File: config.mk
export PLATFORM = sky130hd
export DESIGN_NAME = mdu_issue_arbiter_flat
export DESIGN_NICKNAME = d
export VERILOG_FILES = /design/src/rtl/mdu_issue_arbiter_pkg.sv /design/src/rtl/mdu_issue_arbiter_if.sv /design/src/rtl/mdu_issue_arbiter.sv /design/src/flat_wrapper.sv
export SDC_FILE = /design/constraint.sdc
export NUM_CORES = 1
export LEC_CHECK = 0
export BUFFER_PORTS_ARGS = -buffer_cell sky130_fd_sc_hd__buf_2
export CORE_AREA = 2 2 134 136
export DETAILED_ROUTE_END_ITERATION = 6
export DIE_AREA = 0 0 136 138
export PLACE_DENSITY = 0.41
export SYNTH_ARGS = -nofsm -noshare
export SYNTH_HDL_FRONTEND = slang
export SYNTH_SLANG_ARGS = --single-unit
File: constraint.sdc
create_clock -name clk -period 6.17 [get_ports clk]
set_clock_uncertainty 0.2 [all_clocks]
set_input_delay 1.5425 -clock clk [delete_from_list [all_inputs] [get_ports clk]]
set_output_delay 1.5425 -clock clk [all_outputs]
set_load 0.05 [all_outputs]
File: src/rtl/mdu_issue_arbiter_pkg.sv
// Payload types shared by the MDU issue arbiter, its interface and its users.
package mdu_issue_arbiter_pkg;

  typedef struct packed {
    logic [2:0]       op;
    logic [1:0][31:0] data;
    logic [4:0]       reg_id;
  } mdu_i_t;

  typedef struct packed {
    logic [31:0] result;
    logic [4:0]  reg_id;
  } mdu_o_t;

endpackage

File: src/rtl/mdu_issue_arbiter_if.sv
// Request, issue, result and return channels around the MDU issue arbiter.
interface mdu_issue_arbiter_if;
  import mdu_issue_arbiter_pkg::*;

  logic   flush;
  mdu_i_t req0_i;
  mdu_i_t req1_i;
  logic   req0_valid_i;
  logic   req1_valid_i;
  logic   req0_ready_o;
  logic   req1_ready_o;
  mdu_i_t mdu_req_o;
  logic   mdu_valid_o;
  logic   mdu_ready_i;
  mdu_o_t mdu_res_i;
  logic   mdu_valid_i;
  logic   mdu_ready_o;
  mdu_o_t res0_o;
  mdu_o_t res1_o;
  logic   res0_valid_o;
  logic   res1_valid_o;
  logic   res0_ready_i;
  logic   res1_ready_i;
  logic   err_o;

  modport slave (
    input  flush, req0_i, req1_i, req0_valid_i, req1_valid_i,
    output req0_ready_o, req1_ready_o, mdu_req_o, mdu_valid_o,
    input  mdu_ready_i, mdu_res_i, mdu_valid_i,
    output mdu_ready_o, res0_o, res1_o, res0_valid_o, res1_valid_o,
    input  res0_ready_i, res1_ready_i,
    output err_o
  );

  modport master (
    output flush, req0_i, req1_i, req0_valid_i, req1_valid_i,
    input  req0_ready_o, req1_ready_o, mdu_req_o, mdu_valid_o,
    output mdu_ready_i, mdu_res_i, mdu_valid_i,
    input  mdu_ready_o, res0_o, res1_o, res0_valid_o, res1_valid_o,
    output res0_ready_i, res1_ready_i,
    input  err_o
  );

endinterface

File: src/rtl/mdu_issue_arbiter.sv
// Two-requester round-robin issue arbiter for a shared multiplier; a tag FIFO
// remembers the source of each in-flight op so results return in issue order.
module mdu_issue_arbiter #(
  parameter int unsigned TAG_DEPTH = 4
) (
  input logic               clk,
  input logic               rst,
  mdu_issue_arbiter_if.slave bus
);

  localparam int unsigned AW = $clog2(TAG_DEPTH);
  localparam int unsigned CW = AW + 1;

  logic          rr;
  logic          err;
  logic [CW-1:0] count;
  logic [AW-1:0] wr_ptr;
  logic [AW-1:0] rd_ptr;
  logic          tags [TAG_DEPTH];

  logic grant_valid;
  logic grant_idx;
  logic full;
  logic empty;
  logic head;
  logic issue;
  logic pop;
  logic spurious;

  always_comb begin
    grant_valid = bus.req0_valid_i | bus.req1_valid_i;
    // With a single valid requester the index is simply whether it is req1.
    grant_idx   = (bus.req0_valid_i & bus.req1_valid_i) ? rr : bus.req1_valid_i;
    full        = (count == CW'(TAG_DEPTH));
    empty       = (count == '0);
    head        = tags[rd_ptr];

    bus.mdu_req_o    = grant_idx ? bus.req1_i : bus.req0_i;
    bus.mdu_valid_o  = !rst && grant_valid && !full && !bus.flush;
    issue            = bus.mdu_valid_o && bus.mdu_ready_i;
    bus.req0_ready_o = issue && !grant_idx;
    bus.req1_ready_o = issue && grant_idx;

    bus.res0_o       = bus.mdu_res_i;
    bus.res1_o       = bus.mdu_res_i;
    bus.res0_valid_o = 1'b0;
    bus.res1_valid_o = 1'b0;
    bus.mdu_ready_o  = 1'b1;
    bus.err_o        = err;
    pop              = 1'b0;
    spurious         = 1'b0;

    // Flush and empty both sink results; only the empty case is a protocol error.
    if (!rst && !bus.flush) begin
      if (empty) begin
        spurious = bus.mdu_valid_i;
      end else begin
        bus.mdu_ready_o  = head ? bus.res1_ready_i : bus.res0_ready_i;
        bus.res0_valid_o = bus.mdu_valid_i && !head;
        bus.res1_valid_o = bus.mdu_valid_i && head;
        pop              = bus.mdu_valid_i && bus.mdu_ready_o;
      end
    end
  end

  always_ff @(posedge clk or posedge rst) begin
    if (rst) begin
      rr     <= 1'b0;
      err    <= 1'b0;
      count  <= '0;
      wr_ptr <= '0;
      rd_ptr <= '0;
      for (int unsigned i = 0; i < TAG_DEPTH; i++) begin
        tags[i] <= 1'b0;
      end
    end else begin
      if (spurious) begin
        err <= 1'b1;
      end
      if (bus.flush) begin
        rr     <= 1'b0;
        count  <= '0;
        wr_ptr <= '0;
        rd_ptr <= '0;
      end else begin
        if (issue) begin
          tags[wr_ptr] <= grant_idx;
          wr_ptr       <= wr_ptr + AW'(1);
          rr           <= ~grant_idx;
        end
        if (pop) begin
          rd_ptr <= rd_ptr + AW'(1);
        end
        if (issue && !pop) begin
          count <= count + CW'(1);
        end else if (pop && !issue) begin
          count <= count - CW'(1);
        end
      end
    end
  end

endmodule

File: src/flat_wrapper.sv
// flat-port wrapper written by rule: the top's interface ports become plain ports
module mdu_issue_arbiter_flat 
#(
  parameter int unsigned TAG_DEPTH = 4
)
  (clk, rst, bus_flush, bus_req0_i, bus_req1_i, bus_req0_valid_i, bus_req1_valid_i, bus_req0_ready_o, bus_req1_ready_o, bus_mdu_req_o, bus_mdu_valid_o, bus_mdu_ready_i, bus_mdu_res_i, bus_mdu_valid_i, bus_mdu_ready_o, bus_res0_o, bus_res1_o, bus_res0_valid_o, bus_res1_valid_o, bus_res0_ready_i, bus_res1_ready_i, bus_err_o);
  mdu_issue_arbiter_if bus_i ();
  input logic clk;
  input logic rst;
  input wire logic [$bits(bus_i.flush)-1:0] bus_flush;
  input wire logic [$bits(bus_i.req0_i)-1:0] bus_req0_i;
  input wire logic [$bits(bus_i.req1_i)-1:0] bus_req1_i;
  input wire logic [$bits(bus_i.req0_valid_i)-1:0] bus_req0_valid_i;
  input wire logic [$bits(bus_i.req1_valid_i)-1:0] bus_req1_valid_i;
  output wire logic [$bits(bus_i.req0_ready_o)-1:0] bus_req0_ready_o;
  output wire logic [$bits(bus_i.req1_ready_o)-1:0] bus_req1_ready_o;
  output wire logic [$bits(bus_i.mdu_req_o)-1:0] bus_mdu_req_o;
  output wire logic [$bits(bus_i.mdu_valid_o)-1:0] bus_mdu_valid_o;
  input wire logic [$bits(bus_i.mdu_ready_i)-1:0] bus_mdu_ready_i;
  input wire logic [$bits(bus_i.mdu_res_i)-1:0] bus_mdu_res_i;
  input wire logic [$bits(bus_i.mdu_valid_i)-1:0] bus_mdu_valid_i;
  output wire logic [$bits(bus_i.mdu_ready_o)-1:0] bus_mdu_ready_o;
  output wire logic [$bits(bus_i.res0_o)-1:0] bus_res0_o;
  output wire logic [$bits(bus_i.res1_o)-1:0] bus_res1_o;
  output wire logic [$bits(bus_i.res0_valid_o)-1:0] bus_res0_valid_o;
  output wire logic [$bits(bus_i.res1_valid_o)-1:0] bus_res1_valid_o;
  input wire logic [$bits(bus_i.res0_ready_i)-1:0] bus_res0_ready_i;
  input wire logic [$bits(bus_i.res1_ready_i)-1:0] bus_res1_ready_i;
  output wire logic [$bits(bus_i.err_o)-1:0] bus_err_o;
  assign bus_i.flush = bus_flush;
  assign bus_i.req0_i = bus_req0_i;
  assign bus_i.req1_i = bus_req1_i;
  assign bus_i.req0_valid_i = bus_req0_valid_i;
  assign bus_i.req1_valid_i = bus_req1_valid_i;
  assign bus_req0_ready_o = bus_i.req0_ready_o;
  assign bus_req1_ready_o = bus_i.req1_ready_o;
  assign bus_mdu_req_o = bus_i.mdu_req_o;
  assign bus_mdu_valid_o = bus_i.mdu_valid_o;
  assign bus_i.mdu_ready_i = bus_mdu_ready_i;
  assign bus_i.mdu_res_i = bus_mdu_res_i;
  assign bus_i.mdu_valid_i = bus_mdu_valid_i;
  assign bus_mdu_ready_o = bus_i.mdu_ready_o;
  assign bus_res0_o = bus_i.res0_o;
  assign bus_res1_o = bus_i.res1_o;
  assign bus_res0_valid_o = bus_i.res0_valid_o;
  assign bus_res1_valid_o = bus_i.res1_valid_o;
  assign bus_i.res0_ready_i = bus_res0_ready_i;
  assign bus_i.res1_ready_i = bus_res1_ready_i;
  assign bus_err_o = bus_i.err_o;
  mdu_issue_arbiter #(.TAG_DEPTH(TAG_DEPTH)) u_core (.clk(clk), .rst(rst), .bus(bus_i));
endmodule
==> impl_metrics.ini <==
[run_status]
outcome = finished clean

[synthesis]
ys.flop_type = dfrtp_1
synthDistinctLibCells = 41
avgSynthCellArea_um2 = 9.64
ys_seq_area_share_pct = 14.5
synth_mux_area_share_pct = 41.0
yosys.area_share.simple_pct = 6.10
synth_edf_count = 0
syn_nets = 427
synthAdderAreaFrac_pct = 3.13
synth-xor-area-share_pct = 0.727
synth_top_family_by_area = multiplexers
ys_async_sr_fraction_pct = 100
synth_compound_area_share_pct = 6.66
ys.warnings.count = 0
ys_seq_elements = 13
postSynthCellCount = 232
synth_area_um2 = 2240

[die]
rows = 49
die_area_um2 = 18800
io_pins = 343
die_x_um = 136
initial_core_util_pct = 12.8
die_y_um = 138
core_area_um2 = 17500

[detailed_routing]
drtIter0Drc = 48
detail_route.wirelength_mm = 9.42
routedLengthMet1_mm = 3.59
wl_met2_mm = 4.90
post_drt_via_cell_ratio = 3.58
route.detailed.drc = 0
routed-wl-met3_um = 815
firstDrtPassIters = 4
ant_nets = 0
wire_per_inst_um = 15.3
top_layer = met4
vias = 2200

[setup_path]
crit_path_top_delay_cell = a21boi_4
path_cells = buf_2 > a21boi_4 > buf_12 > mux2_2 > buf_2
path_delay_family = compound AO/OA/AOI/OAI gates
cp-start-kind = input port
critPathMaxFanout = 46
critPathMaxStageDelay_ns = 0.68
cp-end-kind = output pin
crit_arrival_ns = 3.29
cp_common_cell = buf_2
cp_num_buf_inv = 3
required_ns = 4.43
path_class = in2out

[placement]
place_ws_ns = 1.13
port_buffers = 231
place_hpwl_mm = 8.44
dp_cells = 611
gp_congestion = 0.815

[timing]
finalCriticalPeriod_ns = 5.03
post-route-period-util_pct = 81.5
clock.fmax_ghz = 0.199
setup_viol = 0
tns_ns = 0
drv_slew = 0
relSlewSlack_pct = 40.9
hold_viol_final = 0
tightest_slew_ns = 0.885
worst_slack_ns = 1.14
grt_setup_unrepaired = no

[clocking]
clk_latency_ns = 0.24
post_cts_resize_count = 0
postCtsSetupBuffers = 0
cts_tree = yes
cts_max_level = 1
cts_buffer_depth = 2
ctsHoldBuffers = 0
cts.sinks = 13
cts_buffers = 3
path_clk_slew_ns = 0.04
root_buffer = clkbuf_16

[pwr]
p_leak_uw = 0.00161
vdd_drop_max_mv = 0.0677
powerDensity_nw_per_um2 = 178

[layout]
diodes = 0
area_growth_pct = 42.9
post_route_cells_drive_above_1_share_pct = 83.7
fin_nets = 582
final_cells = 615

[grt]
grt_pass1_vias = 2395
overflow = 0
grt_first_pass_wirelength_mm = 13.8
grt_max_degree = 47
antenna_found_initial = 0
grtUsageTotal_pct = 9.60

[hold_path]
hp-class = reg2reg

[job]
maxCapViolations = 0
[worst register-to-register path, cell delays in order, from the launching register on]
cell	delay, ns
dfrtp_1	0.37
mux4_2	0.58
mux2i_2	0.22
nor2_1	0.33
nor2_1	0.10
fa_1	0.47
or2b_1	0.24
a21boi_0	0.21
o31ai_2	0.10
[cell usage after synthesis, types with 2 or more instances]
master,n,area (um^2)
clkbuf_1,5,18.8
nor2_1,4,15.0
buf_4,74,556
nand3_1,3,15.0
mux2_2,75,845
nor3_1,3,15.0
or3_1,2,12.5
o21ai_0,3,15.0
dfrtp_1,13,325
inv_1,6,22.5
nand2_1,8,30.0
a211oi_1,2,15.0
ha_1,4,50.1
buf_2,3,15.0
[layout by cell type (no fill, tap or decap), types with 2 or more instances in the layout]
cell type,netlist,routed
nand3_1,3,3
clkbuf_16,0,3
mux2_2,75,75
ha_1,4,4
nor3_1,3,3
or3_1,2,2
inv_1,6,6
dfrtp_1,13,13
buf_2,3,231
o21ai_0,3,3
nor2_1,4,4
a211oi_1,2,2
nand2_1,8,8
[routing by layer]
metal,global-route usage [%],vias to the layer above
met2,17.3,148
met3,2.57,9
met5,0,-
met1,10.8,1002
li1,-,1041
met4,3.07,0
[final cells by class]
type / count / area (um^2)
Sequential cell: 13 / 325
Inverter: 6 / 22.5
Tap cell: 229 / 287
Timing Repair Buffer: 233 / 1180
Fill cell: 2017 / 14300
Multi-Input combinational cell: 130 / 1300
Clock buffer: 4 / 78.8
[registers in the layout, summed over array words and instances (netlist names)]
register / flops
u_core.rd_ptr: 2
u_core.bus.err_o: 1
u_core.rr: 1
u_core.count: 3
u_core.wr_ptr: 2
u_core.tags: 4
[metrics by stage]
step	cell area (um^2)	power (uW)	util [%]	hold WS (ns)
after floorplan	2240	472	-	0.259
after global placement	3120	451	17.8	0.268
after detailed placement	3120	451	17.8	0.268
after CTS	3200	575	18.2	0.278
after global routing	3200	596	18.2	0.308
final	3200	569	18.2	0.275
[report_power, final]
part	internal, uW	leakage [uW]	switching (uW)
registers	92.5	0.000172	4.40
logic	120	0.00140	231
clock network	86.9	0.0000382	33.9
total	299	0.00161	269
[kinds of logic (layout without fill, tap and decap cells)]
| logic type | Yosys count | count (layout) |
|---|---|---|
| buffers and inverters | 89 | 243 |
| muxes | 80 | 80 |
| and+or+nand+nor | 26 | 26 |
| AOI/OAI and AO/OA | 18 | 18 |
| DFF | 13 | 13 |
| adders and majority gates | 5 | 5 |
| xor gates and xnor gates | 1 | 1 |
[worst paths after layout]
path | slack, ns | start | cells past startpoint | end
min | 0.28 | u_core.bus.err_o | 1 | u_core.bus.err_o
max in group asynchronous | 4.27 | rst | 2 | u_core.tags[0]
min in group asynchronous | 1.16 | rst | 2 | u_core.bus.err_o
max reg2reg | 3.23 | u_core.rd_ptr[1] | 8 | u_core.count[2]
min reg2reg | 0.28 | u_core.bus.err_o | 1 | u_core.bus.err_o
max | 1.14 | bus_req1_valid_i | 5 | bus_mdu_req_o[43]
Power figures use the tool's default switching activity.
